`config.mk`:
```
export PLATFORM = sky130hd
export DESIGN_NAME = marian_ctrl_uart
export DESIGN_NICKNAME = d
export VERILOG_FILES = /design/src/rtl/marian_ctrl_pkg.sv /design/src/rtl/marian_uart_tx.sv /design/src/rtl/marian_ctrl_uart.sv
export SDC_FILE = /design/constraint.sdc
export NUM_CORES = 1
export LEC_CHECK = 0
export CAP_MARGIN = 20
export CORE_UTILIZATION = 36
export CTS_CLUSTER_DIAMETER = 40
export DETAILED_ROUTE_END_ITERATION = 10
export PLACE_DENSITY = 0.76
export SYNTH_ARGS = -nofsm -noshare
export SYNTH_HDL_FRONTEND = slang
export SYNTH_HIERARCHICAL = 1
export SYNTH_SLANG_ARGS = --single-unit
```
`constraint.sdc`:
```
create_clock -name clk_i -period 2.2 [get_ports clk_i]
set_clock_uncertainty 0.1 [all_clocks]
set_input_delay 0.44 -clock clk_i [delete_from_list [all_inputs] [get_ports clk_i]]
set_output_delay 0.44 -clock clk_i [all_outputs]
set_load 0.03 [all_outputs]
```
`src/rtl/marian_ctrl_pkg.sv`:
```
// Shared register offsets, AXI response codes and FSM encodings for the
// Marian control/exit/UART register slice.
package marian_ctrl_pkg;

    localparam logic [5:0] EXIT_OFF       = 6'h00;
    localparam logic [5:0] UART_TX_OFF    = 6'h08;
    localparam logic [5:0] UART_STAT_OFF  = 6'h10;
    localparam logic [5:0] BOOT_READY_OFF = 6'h30;

    typedef enum logic [1:0] {
        OKAY   = 2'd0,
        EXOKAY = 2'd1,
        SLVERR = 2'd2,
        DECERR = 2'd3
    } axi_resp_e;

    typedef enum logic [1:0] {
        ST_IDLE,
        ST_W_DATA,
        ST_W_RESP,
        ST_R_RESP
    } ctrl_state_e;

    typedef enum logic [2:0] {
        SEL_EXIT,
        SEL_UART,
        SEL_STAT,
        SEL_BOOT,
        SEL_NONE
    } reg_sel_e;

endpackage

```
`src/rtl/marian_uart_tx.sv`:
```
// 8N1 UART transmitter; busy from the accepting cycle through the end of the stop bit.
module marian_uart_tx #(
    parameter int unsigned CLKS_PER_BIT = 434
) (
    input  logic       clk_i,
    input  logic       rst_i,
    input  logic       valid_i,
    input  logic [7:0] data_i,
    output logic       busy_o,
    output logic       tx_o
);

    localparam int unsigned CW = $clog2(CLKS_PER_BIT + 1);

    logic [CW-1:0] baud_cnt;
    logic [3:0]    bit_idx;
    logic [7:0]    shreg;

    // bit_idx: 0 = start, 1..8 = data, 9 = stop
    always_ff @(posedge clk_i) begin
        if (rst_i) begin
            busy_o   <= 1'b0;
            tx_o     <= 1'b1;
            baud_cnt <= '0;
            bit_idx  <= '0;
            shreg    <= '0;
        end else if (!busy_o) begin
            if (valid_i) begin
                busy_o   <= 1'b1;
                tx_o     <= 1'b0;
                shreg    <= data_i;
                baud_cnt <= '0;
                bit_idx  <= '0;
            end
        end else if (baud_cnt == CW'(CLKS_PER_BIT - 1)) begin
            baud_cnt <= '0;
            if (bit_idx == 4'd9) begin
                busy_o <= 1'b0;
            end else begin
                bit_idx <= bit_idx + 4'd1;
                if (bit_idx == 4'd8) begin
                    tx_o <= 1'b1;
                end else begin
                    tx_o  <= shreg[0];
                    shreg <= shreg >> 1;
                end
            end
        end else begin
            baud_cnt <= baud_cnt + CW'(1);
        end
    end

endmodule

```
`src/rtl/marian_ctrl_uart.sv`:
```
// Single-beat AXI slave holding BOOT_READY, EXIT/tohost and a byte UART TX.
module marian_ctrl_uart
    import marian_ctrl_pkg::*;
#(
    parameter int unsigned             ADDR_WIDTH  = 64,
    parameter int unsigned             DATA_WIDTH  = 64,
    parameter logic [ADDR_WIDTH-1:0]   CTRL_BASE   = 'h0600_0000,
    parameter int unsigned             CLK_FREQ_HZ = 50_000_000,
    parameter int unsigned             BAUD_RATE   = 115200
) (
    input  logic                    clk_i,
    input  logic                    rst_i,
    input  logic                    aw_valid_i,
    output logic                    aw_ready_o,
    input  logic [ADDR_WIDTH-1:0]   aw_addr_i,
    input  logic                    w_valid_i,
    output logic                    w_ready_o,
    input  logic [DATA_WIDTH-1:0]   w_data_i,
    input  logic [DATA_WIDTH/8-1:0] w_strb_i,
    input  logic                    w_last_i,
    output logic                    b_valid_o,
    input  logic                    b_ready_i,
    output logic [1:0]              b_resp_o,
    input  logic                    ar_valid_i,
    output logic                    ar_ready_o,
    input  logic [ADDR_WIDTH-1:0]   ar_addr_i,
    output logic                    r_valid_o,
    input  logic                    r_ready_i,
    output logic [DATA_WIDTH-1:0]   r_data_o,
    output logic [1:0]              r_resp_o,
    output logic                    r_last_o,
    output logic                    boot_ready_o,
    output logic [DATA_WIDTH-1:0]   exit_o,
    output logic                    uart_tx_o
);

    localparam int unsigned CLKS_PER_BIT = CLK_FREQ_HZ / BAUD_RATE;

    ctrl_state_e state;
    reg_sel_e    wr_sel;
    reg_sel_e    rd_sel;
    logic        live;
    logic        uart_busy;
    logic        uart_valid;
    logic        unused_bits;

    function automatic reg_sel_e decode(input logic [ADDR_WIDTH-1:0] a);
        if (a[ADDR_WIDTH-1:6] != CTRL_BASE[ADDR_WIDTH-1:6]) return SEL_NONE;
        case ({a[5:3], 3'b000})
            EXIT_OFF:       return SEL_EXIT;
            UART_TX_OFF:    return SEL_UART;
            UART_STAT_OFF:  return SEL_STAT;
            BOOT_READY_OFF: return SEL_BOOT;
            default:        return SEL_NONE;
        endcase
    endfunction

    assign rd_sel      = decode(ar_addr_i);
    assign unused_bits = ^{w_last_i, aw_addr_i[2:0], ar_addr_i[2:0]};

    // live gates the ready outputs low while rst_i is held
    assign aw_ready_o = live && (state == ST_IDLE);
    assign ar_ready_o = live && (state == ST_IDLE) && !aw_valid_i;
    assign w_ready_o  = (state == ST_W_DATA) && !((wr_sel == SEL_UART) && uart_busy);
    assign uart_valid = w_valid_i && w_ready_o && (wr_sel == SEL_UART) && w_strb_i[0];
    assign r_last_o   = 1'b1;

    always_ff @(posedge clk_i) begin
        if (rst_i) begin
            state        <= ST_IDLE;
            live         <= 1'b0;
            wr_sel       <= SEL_NONE;
            b_valid_o    <= 1'b0;
            b_resp_o     <= OKAY;
            r_valid_o    <= 1'b0;
            r_data_o     <= '0;
            r_resp_o     <= OKAY;
            exit_o       <= '0;
            boot_ready_o <= 1'b0;
        end else begin
            live <= 1'b1;
            unique case (state)
                ST_IDLE: begin
                    if (aw_valid_i && aw_ready_o) begin
                        wr_sel <= decode(aw_addr_i);
                        state  <= ST_W_DATA;
                    end else if (ar_valid_i && ar_ready_o) begin
                        r_valid_o <= 1'b1;
                        r_resp_o  <= OKAY;
                        r_data_o  <= '0;
                        case (rd_sel)
                            SEL_EXIT: r_data_o    <= exit_o;
                            SEL_STAT: r_data_o[0] <= uart_busy;
                            SEL_BOOT: r_data_o[0] <= boot_ready_o;
                            SEL_NONE: r_resp_o    <= DECERR;
                            default:  ;
                        endcase
                        state <= ST_R_RESP;
                    end
                end
                ST_W_DATA: begin
                    if (w_valid_i && w_ready_o) begin
                        b_valid_o <= 1'b1;
                        b_resp_o  <= OKAY;
                        case (wr_sel)
                            SEL_EXIT: begin
                                for (int unsigned i = 0; i < DATA_WIDTH / 8; i++) begin
                                    if (w_strb_i[i]) exit_o[i*8 +: 8] <= w_data_i[i*8 +: 8];
                                end
                            end
                            SEL_BOOT: if (w_strb_i[0]) boot_ready_o <= w_data_i[0];
                            SEL_STAT: b_resp_o <= SLVERR;
                            SEL_NONE: b_resp_o <= DECERR;
                            default:  ;
                        endcase
                        state <= ST_W_RESP;
                    end
                end
                ST_W_RESP: begin
                    if (b_ready_i) begin
                        b_valid_o <= 1'b0;
                        state     <= ST_IDLE;
                    end
                end
                ST_R_RESP: begin
                    if (r_ready_i) begin
                        r_valid_o <= 1'b0;
                        state     <= ST_IDLE;
                    end
                end
                default: state <= ST_IDLE;
            endcase
        end
    end

    marian_uart_tx #(
        .CLKS_PER_BIT(CLKS_PER_BIT)
    ) u_uart_tx (
        .clk_i  (clk_i),
        .rst_i  (rst_i),
        .valid_i(uart_valid),
        .data_i (w_data_i[7:0]),
        .busy_o (uart_busy),
        .tx_o   (uart_tx_o)
    );

endmodule

```
; Word-level counts from Yosys, hierarchy flattened
; Index checks and enable logic that the tools add are counted.
[word_totals]
register_bits = 164
elab_cells = 141
[op_classes]
n_addsub = 2
eq_ne = 30
n_mux = 50
n_bitwise = 1
n_reduce_logical = 36
[ops]
columns = operator, n
row1 = $ne A58 B21 Y1 const B, 2
row2 = $mux W63, 1
row3 = $reduce_and A4 Y1, 12
row4 = $mux W8, 5
row5 = $mux W9, 3
row6 = $pmux W3 S4, 2
row7 = $mux W1, 20
row8 = $eq A3 B2 Y1 const B, 6
row9 = $mux W4, 4
row10 = $eq A3 B3 Y1 const B, 4
row11 = $logic_not A3 Y1, 4
row12 = $mux W2, 6
row13 = $mux W3, 4
row14 = $ne A2 B2 Y1 const B, 6
row15 = $add A9 B1 Y9 const B, 1
row16 = $eq A3 B1 Y1 const B, 3
row17 = $eq A9 B9 Y1 const B, 1
row18 = $logic_and A1 B1 Y1, 9
row19 = $reduce_and A3 Y1, 3
row20 = $eq A4 B4 Y1 const B, 2
row21 = $pmux W2 S4, 1
row22 = $reduce_bool A2 Y1, 3
row23 = $add A4 B1 Y4 const B, 1
row24 = $eq A2 B2 Y1 const B, 2
row25 = other kinds (10), 14

; Longest topological paths before layout
; Gate-level depths: netlist (run 1).
[depth]
word_depth = 9
mapped_depth = 9

; Cells and area by module
; The synthesis (run 1) kept the hierarchy.
[modules_own_cells]
columns = module, instances, cells_each, area_per_inst_um2, seq_area_each_um2
row1 = marian_ctrl_uart, 1, 619, 5604.1, 2802.7
row2 = marian_uart_tx, 1, 142, 1303.8, 460.4

; Worst setup path before layout (run 1)
; Ideal clock, no wire load.
[synth_path]
path_type = reg-to-reg
from = register wr_sel[1]
to = register u_uart_tx.shreg[0]
setup_ns = 0.137
arrival_ns = 2.153
t_required_ns = 1.963
path_slack_ns = -0.189
path_stages_with_launch = 10
path_buffers = 2
period_less_slack_ns = 2.389
path_cell_list = dfxtp_1 clkbuf_1 nor2_1 a311o_1 nor4_1 or2_2 buf_2 o21ai_1 nor2_8 a211oi_2
[synth_via]
elab_chain_cells = 9
[synth_rtl]
columns = item, line_no
row1 = start: declaration, marian_ctrl_uart.sv:40  ; reg_sel_e wr_sel;
row2 = start signal: assignment, marian_ctrl_uart.sv:85  ; wr_sel <= decode(aw_addr_i);
row3 = $eq A3 B1 Y1 (*), "marian_ctrl_uart.sv:64, marian_ctrl_uart.sv:65"
row4 = $logic_and A1 B1 Y1, marian_ctrl_uart.sv:64  ; assign w_ready_o = (state == ST_W_DATA) && !((wr_sel == SEL_UART) && uart_busy);
row5 = $logic_not A1 Y1, marian_ctrl_uart.sv:64
row6 = $logic_and A1 B1 Y1, marian_ctrl_uart.sv:64
row7 = $logic_and A1 B1 Y1, marian_ctrl_uart.sv:65  ; assign uart_valid = w_valid_i && w_ready_o && (wr_sel == SEL_UART) && w_strb_i[0];
row8 = $logic_and A1 B1 Y1 (*) (2 in a row), marian_ctrl_uart.sv:65
row9 = via uart_valid, marian_ctrl_uart.sv:44  ; logic uart_valid;
row10 = $reduce_bool A2 Y1 (no line) (*), --
row11 = $reduce_and A4 Y1 (no line) (*), --
row12 = end signal: assignment, marian_uart_tx.sv:31  ; shreg <= data_i;
row13 = end signal: assignment, marian_uart_tx.sv:45  ; shreg <= shreg >> 1;
row14 = end: declaration, marian_uart_tx.sv:17  ; logic [7:0] shreg;
; The timed path passes the listed nets; every way through them passes the cells marked *.
; A chain may end at the register's enable or synchronous reset.

; Worst setup path after layout (run 1)
[layout_path]
from = input ar_addr_i[14]
to = register r_data_o[8]
[layout_via]
elab_chain_cells = 5
[layout_rtl]
columns = item, line_no
row1 = start: declaration, marian_ctrl_uart.sv:26  ; input logic [ADDR_WIDTH-1:0] ar_addr_i,
row2 = $ne A58 B21 Y1, marian_ctrl_uart.sv:48  ; if (a[ADDR_WIDTH-1:6] != CTRL_BASE[ADDR_WIDTH-1:6]) return SEL_NONE;
row3 = $mux W1, marian_ctrl_uart.sv:48
row4 = $mux W3, marian_ctrl_uart.sv:49  ; case ({a[5:3], 3'b000})
row5 = $logic_not A3 Y1, marian_ctrl_uart.sv:91  ; case (rd_sel)
row6 = $mux W63, marian_ctrl_uart.sv:91
row7 = end signal: assignment, marian_ctrl_uart.sv:92  ; SEL_EXIT: r_data_o <= exit_o;
row8 = end: declaration, marian_ctrl_uart.sv:29  ; output logic [DATA_WIDTH-1:0] r_data_o,
; Every way passes these cells.

==> key figures, run 1 <==
CTS
  – Clk slew on worst S/H paths: 60 ps
  – CTS H-tree depth: 4
  – Clock Latency Late Sink: 410 ps
  – Cts hold-fix bufs: 0
  – Root Driver: clkbuf_16
  – Max Buffers Root-to-Sink: 2
  – Clk sinks: 163
  – Total CTS buffers: 17
  – CTS tree: yes

Cells and area
  – Util after Layout: 0.618
  – Post-Layout Cell Count: 1,363
  – Layout cell share with drive strength beyond 1: 0.113
  – Post-layout nets: 1,330
  – Area delta synth->final: 68.0%
  – Antenna Cells: 0

Yosys
  – Fraction of registers with async set/reset: 0
  – Cells after Synth: 761
  – Synth warn: 6
  – Register area share after synthesis: 0.472
  – Synth Register Bits: 163
  – Primary FF master, synth: dfxtp_1
  – Synth cell types: 55
  – Post-synth EDFFs: 0
  – Synthesized cell area: 6910 µm²
  – Syn Area/Cell: 9.08 µm²
  – Syn Nets: 974

Timing
  – Fmax achieved: 0.470 GHz
  – Least-Margin Pin Slew: 704 ps
  – Ratio of final minimum period to clock period: 0.967
  – Slew margin rel.: 0.531
  – Slack of the critical path: 73.5 ps
  – Fin. Hold Viols: 0
  – Min Tclk post-route: 2130 ps
  – Max Slew Vio Count: 0
  – Final setup violating endpoints: 0

Setup path
  – Reg-to-reg endpoint: u_uart_tx/shreg[2]$_SDFFE_PP0P_
  – Number of buffers and inverters on the critical path: 2
  – Max incr delay on CP: 610 ps
  – Worst R2R Path Depth: 7
  – FF-to-FF setup slack: 150 ps
  – Worst-path fanout max: 31
  – Levels on crit path: 6
  – Critical path startpoint category: input pin
  – CP arrival: 2370 ps
  – Critical Path End: r_data_o[8]$_SDFFE_PP0P_
  – CP Capture Type: flip-flop
  – Data required, critical path: 2440 ps
  – CP Launch Point: ar_addr_i[14]
  – Top cell family by delay on the critical path: simple AND/OR/NAND/NOR gates
  – Cell Chain, Critical Path: clkdlybuf4s50_1, nor4_1, nand4_1, or4_4, buf_16, o21ai_1
  – Worst reg2reg path startpoint: state[1]$_SDFFE_PP0P_
  – Critical-path top delay cell: or4_4
  – Setup Crit Path Kind: input pin to flip-flop

Routing
  – Final ANT Viol Nets: 0
  – # DRC: 0
  – Routed WL per cell: 17.3 µm
  – WL final: 23,600 µm
  – First-pass iteration count of the detailed router: 5
  – Via count: 7,037
  – Post-DR vias/cell: 5.16
  – Initial DRC Count: 401

Global routing
  – Antenna violations before repair: 0
  – Global-route wire length before repair: 36,600 µm
  – Global route overflow: 0
  – Total track usage: 0.237
  – Pin count of the biggest net entering global routing: 60
  – Vias in the first global route: 6,811

Floorplan
  – Die area: 19,700 µm²
  – # IOs: 348
  – Core area: 18,800 µm²
  – Initial Utilization: 0.368
  – Chip height: 141 µm
  – Die Span X: 141 µm
  – Row cnt: 50

Power
  – Switching share of power: 0.208
  – LEAKAGE: 4.48 nW
  – Comb power frac: 0.092
  – Clock share of power: 0.479
  – Sw power: 1.44 mW
  – Share of total power in sequential cells: 0.430
  – PD cells: 596 nW/µm²
  – VDD IR-drop max: 0.000521 V
  – Pint: 5.47 mW

Min path
  – HP Class: flip-flop to flip-flop

Place
  – DP HPWL: 17,200 µm
  – Dpl cells: 1,329
  – IO Port Bufs: 339
  – Worst slack, placed: -565 ps
  – Gpl congestion: 0.877

Run
  – Max-cap violation count: 0

Run status
  – Status: finished clean
Yosys cell counts, drive strengths merged, types with 2 or more instances:
library cell,n,share of area
o21a,3,0.0033
or4,3,0.0033
nor4,32,0.029
ha,5,0.0091
nor4bb,2,0.0029
nand3b,3,0.0033
and3b,2,0.0025
and4,4,0.0053
a31oi,5,0.0045
a22oi,3,0.0033
nor2,84,0.048
nor3,6,0.0051
nor4b,6,0.0076
o21ai,73,0.062
clkbuf,34,0.019
nand2,78,0.042
mux2i,77,0.11
a211oi,7,0.013
inv,9,0.0049
buf,16,0.022
nand4,12,0.011
or3,2,0.0018
dfxtp,163,0.47
nand3,79,0.057
a41oi,2,0.0025
nor3b,2,0.0038
nand4b,2,0.0025
nand2b,2,0.0018
a311oi,4,0.0051
a21oi,22,0.016
nor2b,4,0.0036
cells by family after synthesis:
| family | count (synthesis) | synth area share |
|---|---|---|
| xor+xnor | 1 | 0.00127 |
| simple gates | 326 | 0.235 |
| other cells | 1 | 0.000543 |
| compound gates | 127 | 0.121 |
| buf+inv | 60 | 0.0476 |
| flops | 163 | 0.472 |
| mux | 78 | 0.113 |
| fa+ha+maj | 5 | 0.00906 |
layer usage:
metal / up-vias / GRT usage / routed length (µm)
li1: 3441 / - / -
met1: 3308 / 0.296 / 10300
met2: 243 / 0.404 / 11400
met3: 45 / 0.0475 / 1280
met4: 0 / 0.0898 / 607
met5: - / 0 / 0
repair_timing:
action                     CTS  global route
setup endpoints to repair   65            53
pin swaps                    0            12
gates cloned                 1             0
gates resized for setup      4            10
buffers inserted             0             2
cell type report:
type                       instances  area [µm²]
clock buffer                      20         467
sequential                       163        3260
multi-input combinational        538        3390
fill                            1607        7160
tap                              234         293
timing repair buffer             388        3960
inverter                           9        33.8
clock inverter                    11         200
state kept, by name, indices dropped and copies added (netlist names):
signal,count
exit_o,64
r_data_o,64
u_uart_tx/baud_cnt,9
u_uart_tx/shreg,8
u_uart_tx/bit_idx,4
wr_sel,3
b_resp_o,2
state,2
b_valid_o,1
boot_ready_o,1
live,1
r_resp_o,1
r_valid_o,1
u_uart_tx/busy_o,1
u_uart_tx/tx_o,1
stage by stage:
step                      hold WS, ps  total power [mW]  area [µm²]  TNS [ps]
after global placement            331              3.66       10900    -36820
after floorplan                   353              3.19        6920         0
after CTS                         346              6.97       11600         0
after global routing              356              7.13       11600     -53.2
after detailed placement          336              3.66       10900    -38010
final                             342              6.91       11600         0
worst min path at each step:
stage / startpoint / end / slack, ps / depth (start not counted)
after floorplan: u_uart_tx/shreg[7]$_SDFFE_PP0P_ / u_uart_tx/shreg[7]$_SDFFE_PP0P_ / 350 / 2
after global placement: r_data_o[47]$_SDFFE_PP0P_ / r_data_o[47]$_SDFFE_PP0P_ / 330 / 2
after detailed placement: r_data_o[42]$_SDFFE_PP0P_ / r_data_o[42]$_SDFFE_PP0P_ / 340 / 2
after CTS: r_data_o[58]$_SDFFE_PP0P_ / r_data_o[58]$_SDFFE_PP0P_ / 350 / 2
after global routing: r_data_o[33]$_SDFFE_PP0P_ / r_data_o[33]$_SDFFE_PP0P_ / 360 / 2
final: r_data_o[58]$_SDFFE_PP0P_ / r_data_o[58]$_SDFFE_PP0P_ / 340 / 2
power groups by stage:
stage / registers [mW] / logic, mW / clock network (mW)
6_report: 2.97 / 0.633 / 3.31
5_1_grt: 2.97 / 0.669 / 3.49
4_1_cts: 2.97 / 0.628 / 3.37
3_5_place_dp: 3.04 / 0.627 / 0
3_3_place_gp: 3.04 / 0.624 / 0
2_1_floorplan: 3.04 / 0.151 / 0
placed cells by master (no fill, tap or decap), types with 21 or more instances in the layout:
master / instances
buf_4: 35
nand2_1: 78
nand3_1: 79
o21ai_1: 44
dfxtp_1: 162
nor2_1: 83
a21oi_1: 21
clkdlybuf4s50_1: 335
nor4_1: 28
mux2i_1: 77
worst min-delay path, cell delays in order (launching register included):
cell	delay (ps)
dfxtp_1	310
nand2_1	50
o21ai_1	50
(Power assumes the default switching activity.)
==> run 2: changes to the inputs <==
--- a/config.mk
+++ b/config.mk
@@ -10,6 +10,7 @@
 export CTS_CLUSTER_DIAMETER = 40
 export DETAILED_ROUTE_END_ITERATION = 10
 export PLACE_DENSITY = 0.76
+export RECOVER_POWER = 50
 export SYNTH_ARGS = -nofsm -noshare
 export SYNTH_HDL_FRONTEND = slang
 export SYNTH_HIERARCHICAL = 1
==> run 2 against run 1 <==
Compared with the run above: count of clock-buffer cells in the layout stayed put; utilization is 0.70 points lower; combinational power hardly changed; highest routed layer unchanged; first-iteration DRC count is 5.0% higher; sequential cell count stayed put; final area is 1.1% lower; cell count stayed put.
==> key figures, run 2 (synthesized netlist as in run 1, its figures left out) <==
Run
  – Max-cap violation count: 0 (unchanged)

CTS
  – Total CTS buffers: 17 (unchanged)
  – Cts hold-fix bufs: 0 (unchanged)
  – Clk slew on worst S/H paths: 70 ps (about the same)
  – CTS tree: yes
  – Root Driver: clkbuf_16
  – Clk sinks: 163 (unchanged)
  – Max Buffers Root-to-Sink: 2 (unchanged)
  – CTS H-tree depth: 4 (unchanged)
  – Clock Latency Late Sink: 410 ps (about the same)

Cells and area
  – Post-layout nets: 1,330 (unchanged)
  – Commonest non-fill, non-tap cells in the layout: clkdlybuf4s50_1, dfxtp_1, nor2_1
  – Util after Layout: 0.611 (-0.00700)
  – Post-Layout Cell Count: 1,363 (unchanged)
  – Antenna Cells: 0 (unchanged)
  – Post-route design area: 11,500 µm² (-1.1%)
  – Top flop regs: exit_o x64, r_data_o x64, u_uart_tx/baud_cnt x9
  – Area delta synth->final: 66.1%
  – Layout cell share with drive strength beyond 1: 0.105 (-0.00886)
  – Most common cell after layout, fill and taps aside: clkdlybuf4s50_1

Timing
  – Slew margin rel.: 0.400 (-0.131)
  – Max Slew Vio Count: 0 (unchanged)
  – Ratio of final minimum period to clock period: 0.966 (about the same)
  – Least-Margin Pin Slew: 901 ps (+196 ps)
  – Fin. Hold Viols: 0 (unchanged)
  – Slack of the critical path: 74.7 ps (+1.24 ps)
  – Fmax achieved: 0.471 GHz (about the same)
  – Hold_ws: 342 ps (+0.00900 ps)
  – Min Tclk post-route: 2130 ps (-1.24 ps)
  – Final setup violating endpoints: 0 (unchanged)

Routing
  – WL final: 23,600 µm (about the same)
  – First-pass iteration count of the detailed router: 5 (unchanged)
  – Final ANT Viol Nets: 0 (unchanged)
  – Routed WL per cell: 17.3 µm (about the same)
  – Initial DRC Count: 421 (+5.0%)
  – Post-DR vias/cell: 5.17 (+0.21%)
  – # DRC: 0 (unchanged)
  – Via count: 7,052 (+0.21%)

Power
  – Switching share of power: 0.208 (about the same)
  – PD cells: 602 nW/µm² (+1.1%)
  – Clock share of power: 0.479 (about the same)
  – VDD IR-drop max: 0.000521 V (about the same)
  – Pint: 5.47 mW (about the same)
  – LEAKAGE: 4.41 nW (-1.7%)
  – Sw power: 1.44 mW (about the same)
  – Share of total power in sequential cells: 0.430 (about the same)
  – Comb power frac: 0.091 (about the same)

Floorplan
  – Row cnt: 50 (unchanged)
  – # IOs: 348 (unchanged)
  – Die Span X: 141 µm (unchanged)
  – Initial Utilization: 0.368 (unchanged)
  – Core area: 18,800 µm² (unchanged)
  – Chip height: 141 µm (unchanged)
  – Die area: 19,700 µm² (unchanged)

Run status
  – Status: finished clean

Setup path
  – Setup Crit Path Kind: input pin to flip-flop
  – Worst-path fanout max: 32 (+3.2%)
  – Critical path startpoint category: input pin
  – Data required, critical path: 2440 ps (about the same)
  – CP Capture Type: flip-flop
  – CP arrival: 2370 ps (about the same)

Min path
  – HP Class: flip-flop to flip-flop

Place
  – DP HPWL: 17,200 µm (unchanged)
  – Placed inst area: 10,900 µm² (unchanged)
  – Gpl congestion: 0.877 (unchanged)
  – Worst slack, placed: -565 ps (unchanged)
  – IO Port Bufs: 339 (unchanged)
  – Dpl cells: 1,329 (unchanged)

Global routing
  – Antenna violations before repair: 0 (unchanged)
  – Pin count of the biggest net entering global routing: 60 (unchanged)
  – Vias in the first global route: 6,811 (unchanged)
  – Global-route wire length before repair: 36,600 µm (unchanged)
  – Global route overflow: 0 (unchanged)
  – Total track usage: 0.237 (unchanged)
==> run 2: cell types whose count changed in the layout (fill, tap and decap cells not counted), sizes merged <==
cell    delta
buf       -12
clkbuf    +12
==> run 2: through the flow <==
stage	power [mW]	setup TNS, ps
floorplan	3.19	0
global placement	3.66	-36820
detailed placement	3.66	-38010
CTS	6.97	0
global route	7.13	-33.0
finish	6.91	0
==> run 2: layer usage <==
| metal | up-vias | track usage | share of wire |
|---|---|---|---|
| met5 | - | 0 | 0 |
| met4 | 0 | 0.0898 | 0.027 |
| met3 | 48 | 0.0475 | 0.053 |
| met2 | 234 | 0.404 | 0.48 |
| met1 | 3327 | 0.296 | 0.44 |
| li1 | 3443 | - | - |
==> run 2: path summary, 6_finish.rpt <==
path | slack [ps] | cells past startpoint | startpoint | end
max | 70 | 6 | ar_addr_i[14] | r_data_o[44]$_SDFFE_PP0P_
min | 340 | 2 | r_data_o[58]$_SDFFE_PP0P_ | r_data_o[58]$_SDFFE_PP0P_
max reg2reg | 150 | 7 | state[1]$_SDFFE_PP0P_ | u_uart_tx/shreg[2]$_SDFFE_PP0P_
min reg2reg | 340 | 2 | r_data_o[58]$_SDFFE_PP0P_ | r_data_o[58]$_SDFFE_PP0P_
==> run 2: final cells by class <==
cell class | count | area, µm²
clock inverters | 11 | 200
inverters | 9 | 33.8
flip-flops and latches | 163 | 3260
well taps | 234 | 293
multi-input cells | 538 | 3380
repair buffers | 388 | 3840
clock buffers | 20 | 467
fillers | 1631 | 7290
==> run 2: power groups by stage <==
| stage | Sequential (mW) | Clock, mW | Combinational (mW) |
|---|---|---|---|
| 4_1_cts | 2.97 | 3.37 | 0.628 |
| 3_5_place_dp | 3.04 | 0 | 0.627 |
| 3_3_place_gp | 3.04 | 0 | 0.624 |
| 6_report | 2.97 | 3.31 | 0.631 |
| 2_1_floorplan | 3.04 | 0 | 0.151 |
| 5_1_grt | 2.97 | 3.49 | 0.666 |
==> run 2: repair_timing <==
item	CTS	global route
gates resized for setup	4	10
buffers inserted	0	2
setup endpoints to repair	65	53
pin swaps	0	12
cloned	1	0
==> run 2: critical path, cell delays in order <==
cell and delay (ps):
clkdlybuf4s50_1 430, nor4_1 350, nand4_1 160, or4_4 610
buf_12 200, o21ai_1 160
==> run 3: changes to the inputs <==
--- a/config.mk
+++ b/config.mk
@@ -8,6 +8,7 @@
 export CAP_MARGIN = 20
 export CORE_UTILIZATION = 36
 export CTS_CLUSTER_DIAMETER = 40
+export CTS_CLUSTER_SIZE = 24
 export DETAILED_ROUTE_END_ITERATION = 10
 export PLACE_DENSITY = 0.76
 export RECOVER_POWER = 50
==> results of run 3 <==
Same layout as run 2: the final DEF is identical, and so are final timing and power.
